File: config.mk
export PLATFORM = sky130hd
export DESIGN_NAME = ula_escalonador
export DESIGN_NICKNAME = d
export VERILOG_FILES = /design/src/rtl/ula_escalonador.sv
export SDC_FILE = /design/constraint.sdc
export NUM_CORES = 1
export LEC_CHECK = 0
export ABC_AREA = 1
export CORE_UTILIZATION = 40
export CTS_BUF_LIST = sky130_fd_sc_hd__clkbuf_16
export CTS_CLUSTER_DIAMETER = 150
export DETAILED_ROUTE_END_ITERATION = 12
export GPL_ROUTABILITY_DRIVEN = 0
export PLACE_DENSITY = 0.91
export SLEW_MARGIN = 20
export SYNTH_ARGS = -nofsm -noshare
export SYNTH_HDL_FRONTEND = slang
export SYNTH_SLANG_ARGS = --single-unit
File: constraint.sdc
create_clock -name clk -period 1.65 [get_ports clk]
set_input_delay 0.165 -clock clk [delete_from_list [all_inputs] [get_ports clk]]
set_output_delay 0.165 -clock clk [all_outputs]
set_load 0.1 [all_outputs]
File: src/rtl/ula_escalonador.sv
// Two-requester arbiter/sequencer for the ula datapath: IDLE -> ISSUE -> EXEC -> CAPT.
// Define ULA_ESC_PRIO_FIXA_EN for fixed priority (requester 0 wins); default is round-robin.
module ula_escalonador #(
    parameter int unsigned N = 8
) (
    input  logic         clk,
    input  logic         rst,
    input  logic         req0_valid,
    output logic         req0_ready,
    input  logic [N-1:0] req0_a,
    input  logic [N-1:0] req0_b,
    input  logic [2:0]   req0_op,
    input  logic         req1_valid,
    output logic         req1_ready,
    input  logic [N-1:0] req1_a,
    input  logic [N-1:0] req1_b,
    input  logic [2:0]   req1_op,
    output logic [N-1:0] ula_a,
    output logic [N-1:0] ula_b,
    output logic [2:0]   ula_op,
    input  logic [N-1:0] ula_s,
    input  logic         ula_flag,
    output logic         resp_valid,
    output logic         resp_id,
    output logic [N-1:0] resp_s,
    output logic         resp_flag,
    output logic         busy
);
    localparam int unsigned OPW = 3;

    typedef enum logic [1:0] {IDLE, ISSUE, EXEC, CAPT} state_t;

    state_t         state_q, state_d;
    logic [N-1:0]   ula_a_q, ula_a_d;
    logic [N-1:0]   ula_b_q, ula_b_d;
    logic [OPW-1:0] ula_op_q, ula_op_d;
    logic           id_q, id_d;
    logic           flag_q, flag_d;
    logic           resp_valid_q, resp_valid_d;
    logic           resp_id_q, resp_id_d;
    logic [N-1:0]   resp_s_q, resp_s_d;
    logic           resp_flag_q, resp_flag_d;
    logic           busy_q, busy_d;
    logic           grant0_c, grant1_c, idle_c;
`ifndef ULA_ESC_PRIO_FIXA_EN
    logic           rr_q, rr_d;
`endif

    // Grant selection; readies only exist in IDLE and never during reset.
    always_comb begin
`ifdef ULA_ESC_PRIO_FIXA_EN
        grant0_c = req0_valid;
        grant1_c = req1_valid && !req0_valid;
`else
        grant0_c = req0_valid && (!req1_valid || !rr_q);
        grant1_c = req1_valid && (!req0_valid || rr_q);
`endif
        idle_c     = (state_q == IDLE) && !rst;
        req0_ready = idle_c && grant0_c;
        req1_ready = idle_c && grant1_c;
    end

    always_comb begin
        state_d      = state_q;
        ula_a_d      = ula_a_q;
        ula_b_d      = ula_b_q;
        ula_op_d     = ula_op_q;
        id_d         = id_q;
        flag_d       = flag_q;
        resp_valid_d = 1'b0;
        resp_id_d    = resp_id_q;
        resp_s_d     = resp_s_q;
        resp_flag_d  = resp_flag_q;
`ifndef ULA_ESC_PRIO_FIXA_EN
        rr_d         = rr_q;
`endif
        case (state_q)
            IDLE: begin
                if (req0_ready || req1_ready) begin
                    state_d  = ISSUE;
                    id_d     = req1_ready;
                    ula_a_d  = req1_ready ? req1_a  : req0_a;
                    ula_b_d  = req1_ready ? req1_b  : req0_b;
                    ula_op_d = req1_ready ? req1_op : req0_op;
`ifndef ULA_ESC_PRIO_FIXA_EN
                    rr_d     = req0_ready;
`endif
                end
            end
            ISSUE: state_d = EXEC;
            EXEC: begin
                flag_d  = ula_flag;
                state_d = CAPT;
            end
            CAPT: begin
                // Flag is only meaningful for add/sub (opcodes 000, 001).
                resp_s_d     = ula_s;
                resp_flag_d  = flag_q && (ula_op_q[2:1] == 2'b00);
                resp_id_d    = id_q;
                resp_valid_d = 1'b1;
                state_d      = IDLE;
            end
            default: state_d = IDLE;
        endcase
        busy_d = (state_d != IDLE);
    end

    always_ff @(posedge clk) begin
        if (rst) begin
            state_q      <= IDLE;
            ula_a_q      <= '0;
            ula_b_q      <= '0;
            ula_op_q     <= '0;
            id_q         <= 1'b0;
            flag_q       <= 1'b0;
            resp_valid_q <= 1'b0;
            resp_id_q    <= 1'b0;
            resp_s_q     <= '0;
            resp_flag_q  <= 1'b0;
            busy_q       <= 1'b0;
`ifndef ULA_ESC_PRIO_FIXA_EN
            rr_q         <= 1'b0;
`endif
        end else begin
            state_q      <= state_d;
            ula_a_q      <= ula_a_d;
            ula_b_q      <= ula_b_d;
            ula_op_q     <= ula_op_d;
            id_q         <= id_d;
            flag_q       <= flag_d;
            resp_valid_q <= resp_valid_d;
            resp_id_q    <= resp_id_d;
            resp_s_q     <= resp_s_d;
            resp_flag_q  <= resp_flag_d;
            busy_q       <= busy_d;
`ifndef ULA_ESC_PRIO_FIXA_EN
            rr_q         <= rr_d;
`endif
        end
    end

    assign ula_a      = ula_a_q;
    assign ula_b      = ula_b_q;
    assign ula_op     = ula_op_q;
    assign resp_valid = resp_valid_q;
    assign resp_id    = resp_id_q;
    assign resp_s     = resp_s_q;
    assign resp_flag  = resp_flag_q;
    assign busy       = busy_q;

endmodule

==> results of run 1 <==
[per-layer routing]
layer  wire (um)  part of all wire
met2        2300              0.51
met5           0                 0
met1        1820              0.40
met4          76             0.017
met3         325             0.072
[critical path: cells and delay by family, from the launching register on]
kind                       cells  cell delay (ps)
adders and majority gates      1              130
buffers and inverters          5              480
DFF                            1              320
and+or+nand+nor                2              220
[what timing repair did]
action	in CTS	in global routing
gates resized for setup	9	0
hold buffers	0	0
buffers inserted	5	2
pin swaps	2	3
cloned	2	0
setup endpoints to repair	2	11
[kinds of logic (layout without fill, tap and decap cells)]
| family | count (synthesis) | count (layout) |
|---|---|---|
| AO/OA/AOI/OAI | 12 | 12 |
| flip-flops | 36 | 36 |
| adder cells (fa/ha/maj) | 4 | 4 |
| buffers and inverters | 45 | 137 |
| AND/OR/NAND/NOR | 171 | 171 |
[through the flow]
stage	total power [W]	hold slack (ps)
6_report	0.00517	436
5_1_grt	0.00545	450
4_1_cts	0.00517	436
3_5_place_dp	0.00409	460
3_3_place_gp	0.00404	451
2_1_floorplan	0.00336	249
[path summary, 6_finish.rpt]
check / endpoint / startpoint / slack [ps] / depth (start not counted)
worst max-delay path: req1_ready / state_q[1]$_SDFF_PP0_ / 40 / 8
worst min-delay path: flag_q$_SDFFE_PP0P_ / ula_flag / 440 / 3
worst max register to register: ula_op[2]$_SDFFE_PP0P_ / state_q[1]$_SDFF_PP0_ / 110 / 11
worst min register to register: id_q$_SDFFE_PP0P_ / id_q$_SDFFE_PP0P_ / 470 / 2
[cell usage after synthesis]
cell type	number	area (um^2)
ha_1	4	50.1
nand3_1	4	20.0
clkbuf_1	4	15.0
nand2_1	66	248
buf_4	2	15.0
nor2_1	79	297
buf_2	9	45.0
o21ai_0	10	50.1
nand3_2	2	20.0
dfxtp_1	36	721
nand3b_1	19	143
o21ai_1	1	5.00
inv_1	30	113
nor2_2	1	6.26
a21oi_1	1	5.00
[area by class of cell]
type,instances,area (um^2)
multi-input combinational,187,868
tap,50,62.6
fill,359,1180
inverter,30,120
clock buffer,5,125
timing repair buffer,100,1030
sequential,36,723
clock inverter,2,8.76
[state kept, by name, indices dropped and copies added, names as in the netlist]
signal and flops:
resp_s 8, ula_a 8, ula_b 8, ula_op 3, state_q 2, busy 1
flag_q 1, id_q 1, resp_flag 1, resp_id 1, resp_valid 1, rr_q 1
[power by group through the flow]
| stage | registers [W] | clock network (W) | logic (W) |
|---|---|---|---|
| after floorplan | 0.00251 | 0 | 0.000852 |
| after global placement | 0.00124 | 0 | 0.00280 |
| after detailed placement | 0.00125 | 0 | 0.00284 |
| after CTS | 0.00124 | 0.000896 | 0.00304 |
| after global routing | 0.00127 | 0.000945 | 0.00324 |
| final | 0.00124 | 0.000875 | 0.00306 |
==> results.py, run 1 <==
metrics = {
    "run_status": {
        "status": "finished, final reports clean",
    },
    "global_route": {
        "grt_most_used_layer": "met2",
        "grt_pass1_vias": 1600,
        "antenna_found_initial": 0,
        "grt_overflow": 0,
        "grt_util_met3": 0.0767,
        "gr-usage-all-layers": 0.206,
        "use_met1": 0.214,
        "grt_max_degree": 23,
        "grt_use_met2": 0.368,
        "grt_pass1_wl_mm": 6.91,
    },
    "detailed_routing": {
        "drc": 0,
        "routedWlPerCell_um": 11.0,
        "first_pass_iters": 4,
        "ant_nets": 0,
        "viasPerCell": 4.56,
        "drt_iter0_drc": 47,
        "vias": 1871,
        "finalWirelength_mm": 4.52,
    },
    "timing": {
        "worstMarginPinSlew_ps": 308,
        "max-slew-margin-rel": 0.795,
        "hold_violations": 0,
        "clock_skew_ps": 2.41,
        "fmaxAchievable_ghz": 0.623,
        "timing.final.crit_share": 0.973,
        "fin_crit_ps": 1610,
        "fin_ws_ps": 44.7,
        "grt_setup_unrepaired": "yes",
        "finalSetupViolCount": 0,
        "tns_ps": 0,
        "slew_viol_final": 0,
    },
    "critical_path": {
        "worstSetupPathType": "reg2out",
        "start_kind": "flop",
        "cp-end-kind": "output port",
        "required_ps": 1480,
        "critPathSlowestCell": "dfxtp_2",
        "cp_data_arrival_time_ps": 1440,
        "crit_chain": "inv_2 -> ha_4 -> inv_2 -> nor2_4 -> nand3_4 -> buf_12 -> clkinvlp_4 -> buf_12",
        "cp_slowest_stage_delay_ps": 320,
        "cp_max_fo": 3,
    },
    "placed_design": {
        "placed_area_um2": 2660,
        "port_buffers": 83,
        "pre_cts_slack_ps": 51.0,
        "place.detailed.hpwl_mm": 3.03,
        "place_inst": 394,
    },
    "synthesis": {
        "synth-seq-area-share": 0.411,
        "synthAdderAreaFrac": 0.0286,
        "synth_top_family_by_area": "simple AND/OR/NAND/NOR gates",
        "ys_seq_elements": 36,
        "synth_fp_nets": 323,
        "yosys.area_share.simple": 0.419,
        "syn_inst": 268,
        "ys_types": 15,
        "synth_area_um2": 1750,
        "postSynthAreaPerCell_um2": 6.54,
        "yosys_warnings": 0,
        "synth-xor-area-share": 0,
        "synthMuxAreaShare": 0,
        "synth_compound_area_frac": 0.0343,
    },
    "floorplanning": {
        "initial_core_util": 0.426,
        "die_w_um": 68.2,
        "core_area_um2": 4120,
        "design.die.area_um2": 4650,
        "io_pins": 84,
        "die_y_um": 68.2,
        "placementRows": 23,
    },
    "flow_run": {
        "cap_violations": 0,
    },
    "cts": {
        "numClockSinks": 36,
        "clk_pin_slew_ps": 50,
        "cts_tree": "built",
        "clock-root-buffer": "clkbuf_16",
        "cts-buffers-inserted": 5,
        "cts_buffer_depth": 2,
        "cts_htree_levels": 2,
        "clk_latency_ps": 280,
    },
    "finish": {
        "final_area_um2": 2930,
        "syn2layout_area_growth_pct": 67.5,
        "drive_above_1_share": 0.186,
        "fin_cells": 410,
        "final_cell_mix": "79 x nor2_1, 66 x nand2_1, 50 x clkdlybuf4s50_1",
        "mostFrequentLayoutCell": "nor2_1",
        "fin_nets": 415,
        "antenna_cells": 0,
        "utilization": 0.713,
    },
    "pwr": {
        "switchingPower_w": 0.00255,
        "p_comb_frac": 0.591,
        "seq_power_share": 0.240,
        "p_clk_frac": 0.169,
        "internal-power_w": 0.00262,
        "ir_drop_v": 0.000904,
        "power.density_nw_per_um2": 1760,
        "switching_share": 0.493,
        "power_leakage_nw": 1.53,
    },
    "hold_path": {
        "hp-class": "in2reg",
    },
}
Power figures use the tool's default switching activity.
==> run 2, diff against run 1 <==
--- a/config.mk
+++ b/config.mk
@@ -5,7 +5,6 @@
 export SDC_FILE = /design/constraint.sdc
 export NUM_CORES = 1
 export LEC_CHECK = 0
-export ABC_AREA = 1
 export CORE_UTILIZATION = 40
 export CTS_BUF_LIST = sky130_fd_sc_hd__clkbuf_16
 export CTS_CLUSTER_DIAMETER = 150
==> run 2 against run 1 <==
Highest routed layer unchanged; combinational power fell by 6%; core utilization fell by 0.45 points; critical path depth fell by 3; cell area fell by 1.3%.
==> results.py, run 2 <==
metrics = {
    "detailed_routing": {
        "met3WireLength_um": 420,
        "routed.top_layer": "met4",
        "finalWirelength_mm": 5.24,
        "dr_wl_met2_mm": 2.71,
        "wl_met1_mm": 2.00,
        "drc": 0,
        "drt_iter0_drc": 104,
        "vias": 1813,
        "viasPerCell": 5.63,
        "first_pass_iters": 6,
        "routedWlPerCell_um": 16.3,
        "ant_nets": 0,
    },
    "cts": {
        "cts_htree_levels": 2,
        "cts-buffers-inserted": 5,
        "clock-root-buffer": "clkbuf_16",
        "cts_tree": "built",
        "numClockSinks": 36,
        "cts_buffer_depth": 2,
        "clk_latency_ps": 280,
        "clk_pin_slew_ps": 50,
    },
    "synthesis": {
        "ys_seq_elements": 36,
        "synth_compound_area_frac": 0.262,
        "synth_top_cells_by_count": "36 x dfxtp_1, 21 x a21oi_1, 19 x nand4_1, 13 x nor2_1, 13 x o21ai_0",
        "ys_types": 29,
        "yosysMostFrequentCell": "dfxtp_1",
        "synth_area_um2": 1730,
        "yosys-top-cells-area": "dfxtp_1 42%, a311oi_2 8.7%, nand4_1 6.9%, a21oi_1 6.1%, mux2i_1 5.8%",
        "ys.flop_type": "dfxtp_1",
        "synthAdderAreaFrac": 0.0289,
        "synth_top_cell_by_area": "dfxtp_1",
        "yosys_warnings": 0,
        "synth_fp_nets": 240,
        "syn_inst": 185,
        "postSynthAreaPerCell_um2": 9.35,
        "synth-seq-area-share": 0.416,
        "synthMuxAreaShare": 0.0578,
        "synth_edf_count": 0,
        "async_reset_ff_frac": 0,
        "synth_top_area_frac": 0.416,
        "synth-xor-area-share": 0,
        "yosys.area_share.simple": 0.145,
        "synth_top_family_by_area": "compound AO/OA/AOI/OAI gates",
    },
    "timing": {
        "grt_setup_unrepaired": "yes",
        "fin_ws_ps": 29.7,
        "clock_skew_ps": 2.04,
        "slew_viol_final": 0,
        "tns_ps": 0,
        "fin_crit_ps": 1620,
        "worstMarginPinSlew_ps": 626,
        "fmaxAchievable_ghz": 0.617,
        "max-slew-margin-rel": 0.583,
        "timing.final.crit_share": 0.982,
        "finalSetupViolCount": 0,
        "hold_violations": 0,
    },
    "critical_path": {
        "critPathSlowestCell": "dfxtp_1",
        "crit_chain": "inv_1 -> ha_2 -> nor2b_4 -> and3_4 -> buf_12",
        "cp_slowest_stage_delay_ps": 320,
        "crit_end": "req0_ready",
        "r2r-start": "state_q[1]$_SDFF_PP0_",
        "cp_max_fo": 4,
        "rrSetupSlack_ps": 100,
        "worstSetupPathType": "reg2out",
        "start_kind": "flop",
        "cp_data_arrival_time_ps": 1460,
        "cp-end-kind": "output port",
        "worstRegToRegCells": 6,
        "crit_start": "state_q[1]$_SDFF_PP0_",
        "required_ps": 1480,
        "timing.rr.end": "ula_a[6]$_SDFFE_PP0P_",
    },
    "hold_path": {
        "hp-class": "reg2reg",
        "whs_path_depth": 2,
    },
    "finish": {
        "final_cell_mix": "50 x clkdlybuf4s50_1, 36 x buf_4, 35 x dfxtp_1",
        "antenna_cells": 0,
        "fin_nets": 327,
        "mostFrequentLayoutCell": "clkdlybuf4s50_1",
        "drive_above_1_share": 0.276,
        "nFillCells": 305,
        "syn2layout_area_growth_pct": 67.3,
    },
    "floorplanning": {
        "initial_core_util": 0.423,
        "io_pins": 84,
        "design.die.area_um2": 4590,
        "placementRows": 23,
        "die_y_um": 67.8,
        "die_w_um": 67.8,
        "core_area_um2": 4090,
    },
    "pwr": {
        "ir_drop_v": 0.000831,
        "seq_power_share": 0.248,
        "switching_share": 0.480,
        "power_leakage_nw": 1.09,
        "switchingPower_w": 0.00240,
        "p_comb_frac": 0.575,
        "p_clk_frac": 0.177,
        "internal-power_w": 0.00260,
        "power.density_nw_per_um2": 1720,
    },
    "global_route": {
        "grt_overflow": 0,
        "grt_pass1_vias": 1694,
        "gr-usage-all-layers": 0.233,
        "grt_max_degree": 23,
        "grt_pass1_wl_mm": 7.74,
        "antenna_found_initial": 0,
    },
    "run_status": {
        "status": "finished, final reports clean",
    },
    "placed_design": {
        "port_buffers": 83,
        "place.detailed.hpwl_mm": 3.58,
        "pre_cts_slack_ps": -6.00,
    },
    "flow_run": {
        "cap_violations": 0,
    },
}
-- run 2: cell count changes after synthesis, sizes merged, moves of 3 or more --
cell,before,now
nor2,80,13
nand2b,0,3
mux2i,0,10
o21ai,11,19
inv,30,5
nand3,6,1
nand4,0,19
nor2b,0,3
buf,11,16
a311oi,0,19
nand2,66,2
a21oi,1,21
nand3b,19,1
-- run 2: worst max-delay path, delay by kind of cell (launching register included) --
kind	cells	cell delay (ps)
buffers and inverters	2	250
AND/OR/NAND/NOR	2	400
adder cells (fa/ha/maj)	1	190
flip-flops	1	320
-- run 2: metrics by stage --
step                       util  std cells  total power, W  hold slack [ps]  cell area, um^2
after global placement    0.665        311         0.00396              457             2720
final                     0.709        322         0.00499              470             2900
after CTS                 0.700        318         0.00494              471             2860
after global routing      0.709        322         0.00520              502             2900
after detailed placement  0.665        311         0.00402              461             2720
after floorplan               -        185         0.00322              312             1740
-- run 2: area by class of cell --
cell class / instances / area (um^2) / share of cell area
Sequential cell: 36 / 722 / 0.249
Inverter: 5 / 18.8 / 0.00648
Clock buffer: 5 / 125 / 0.0432
Clock inverter: 2 / 8.76 / 0.00303
Tap cell: 50 / 62.6 / 0.0216
Multi-Input combinational cell: 122 / 876 / 0.303
Timing Repair Buffer: 102 / 1080 / 0.374
-- run 2: logic make-up after synthesis --
logic type	Yosys count
and+or+nand+nor	46
buffers and inverters	27
DFF	36
adders and majority gates	4
muxes	10
AOI/OAI and AO/OA	62
-- run 2: layer usage --
layer | global-route usage | up-vias
met2 | 0.392 | 88
met3 | 0.0676 | 10
li1 | - | 864
met4 | 0.115 | 0
met5 | 0 | -
met1 | 0.268 | 851
-- run 2: power by group through the flow --
stage | registers (W) | clock network, W | logic [W]
4_1_cts | 0.00123 | 0.000891 | 0.00281
3_3_place_gp | 0.00124 | 0 | 0.00272
2_1_floorplan | 0.00226 | 0 | 0.000963
3_5_place_dp | 0.00124 | 0 | 0.00278
6_report | 0.00124 | 0.000884 | 0.00287
5_1_grt | 0.00126 | 0.000928 | 0.00301
-- run 2: how the worst min path moves through the flow --
stage,startpoint,end
3_3_place_gp,resp_flag$_SDFFE_PP0P_,resp_flag$_SDFFE_PP0P_
6_report,resp_flag$_SDFFE_PP0P_,resp_flag$_SDFFE_PP0P_
2_1_floorplan,ula_flag,flag_q$_SDFFE_PP0P_
5_1_grt,resp_flag$_SDFFE_PP0P_,resp_flag$_SDFFE_PP0P_
3_5_place_dp,resp_flag$_SDFFE_PP0P_,resp_flag$_SDFFE_PP0P_
4_1_cts,resp_flag$_SDFFE_PP0P_,resp_flag$_SDFFE_PP0P_
-- run 2: repair_timing --
action,CTS,global route
setup buffers,0,4
gates resized for setup,3,2
endpoints found under the setup margin,2,4
pin swaps,0,1
hold buffers,0,0
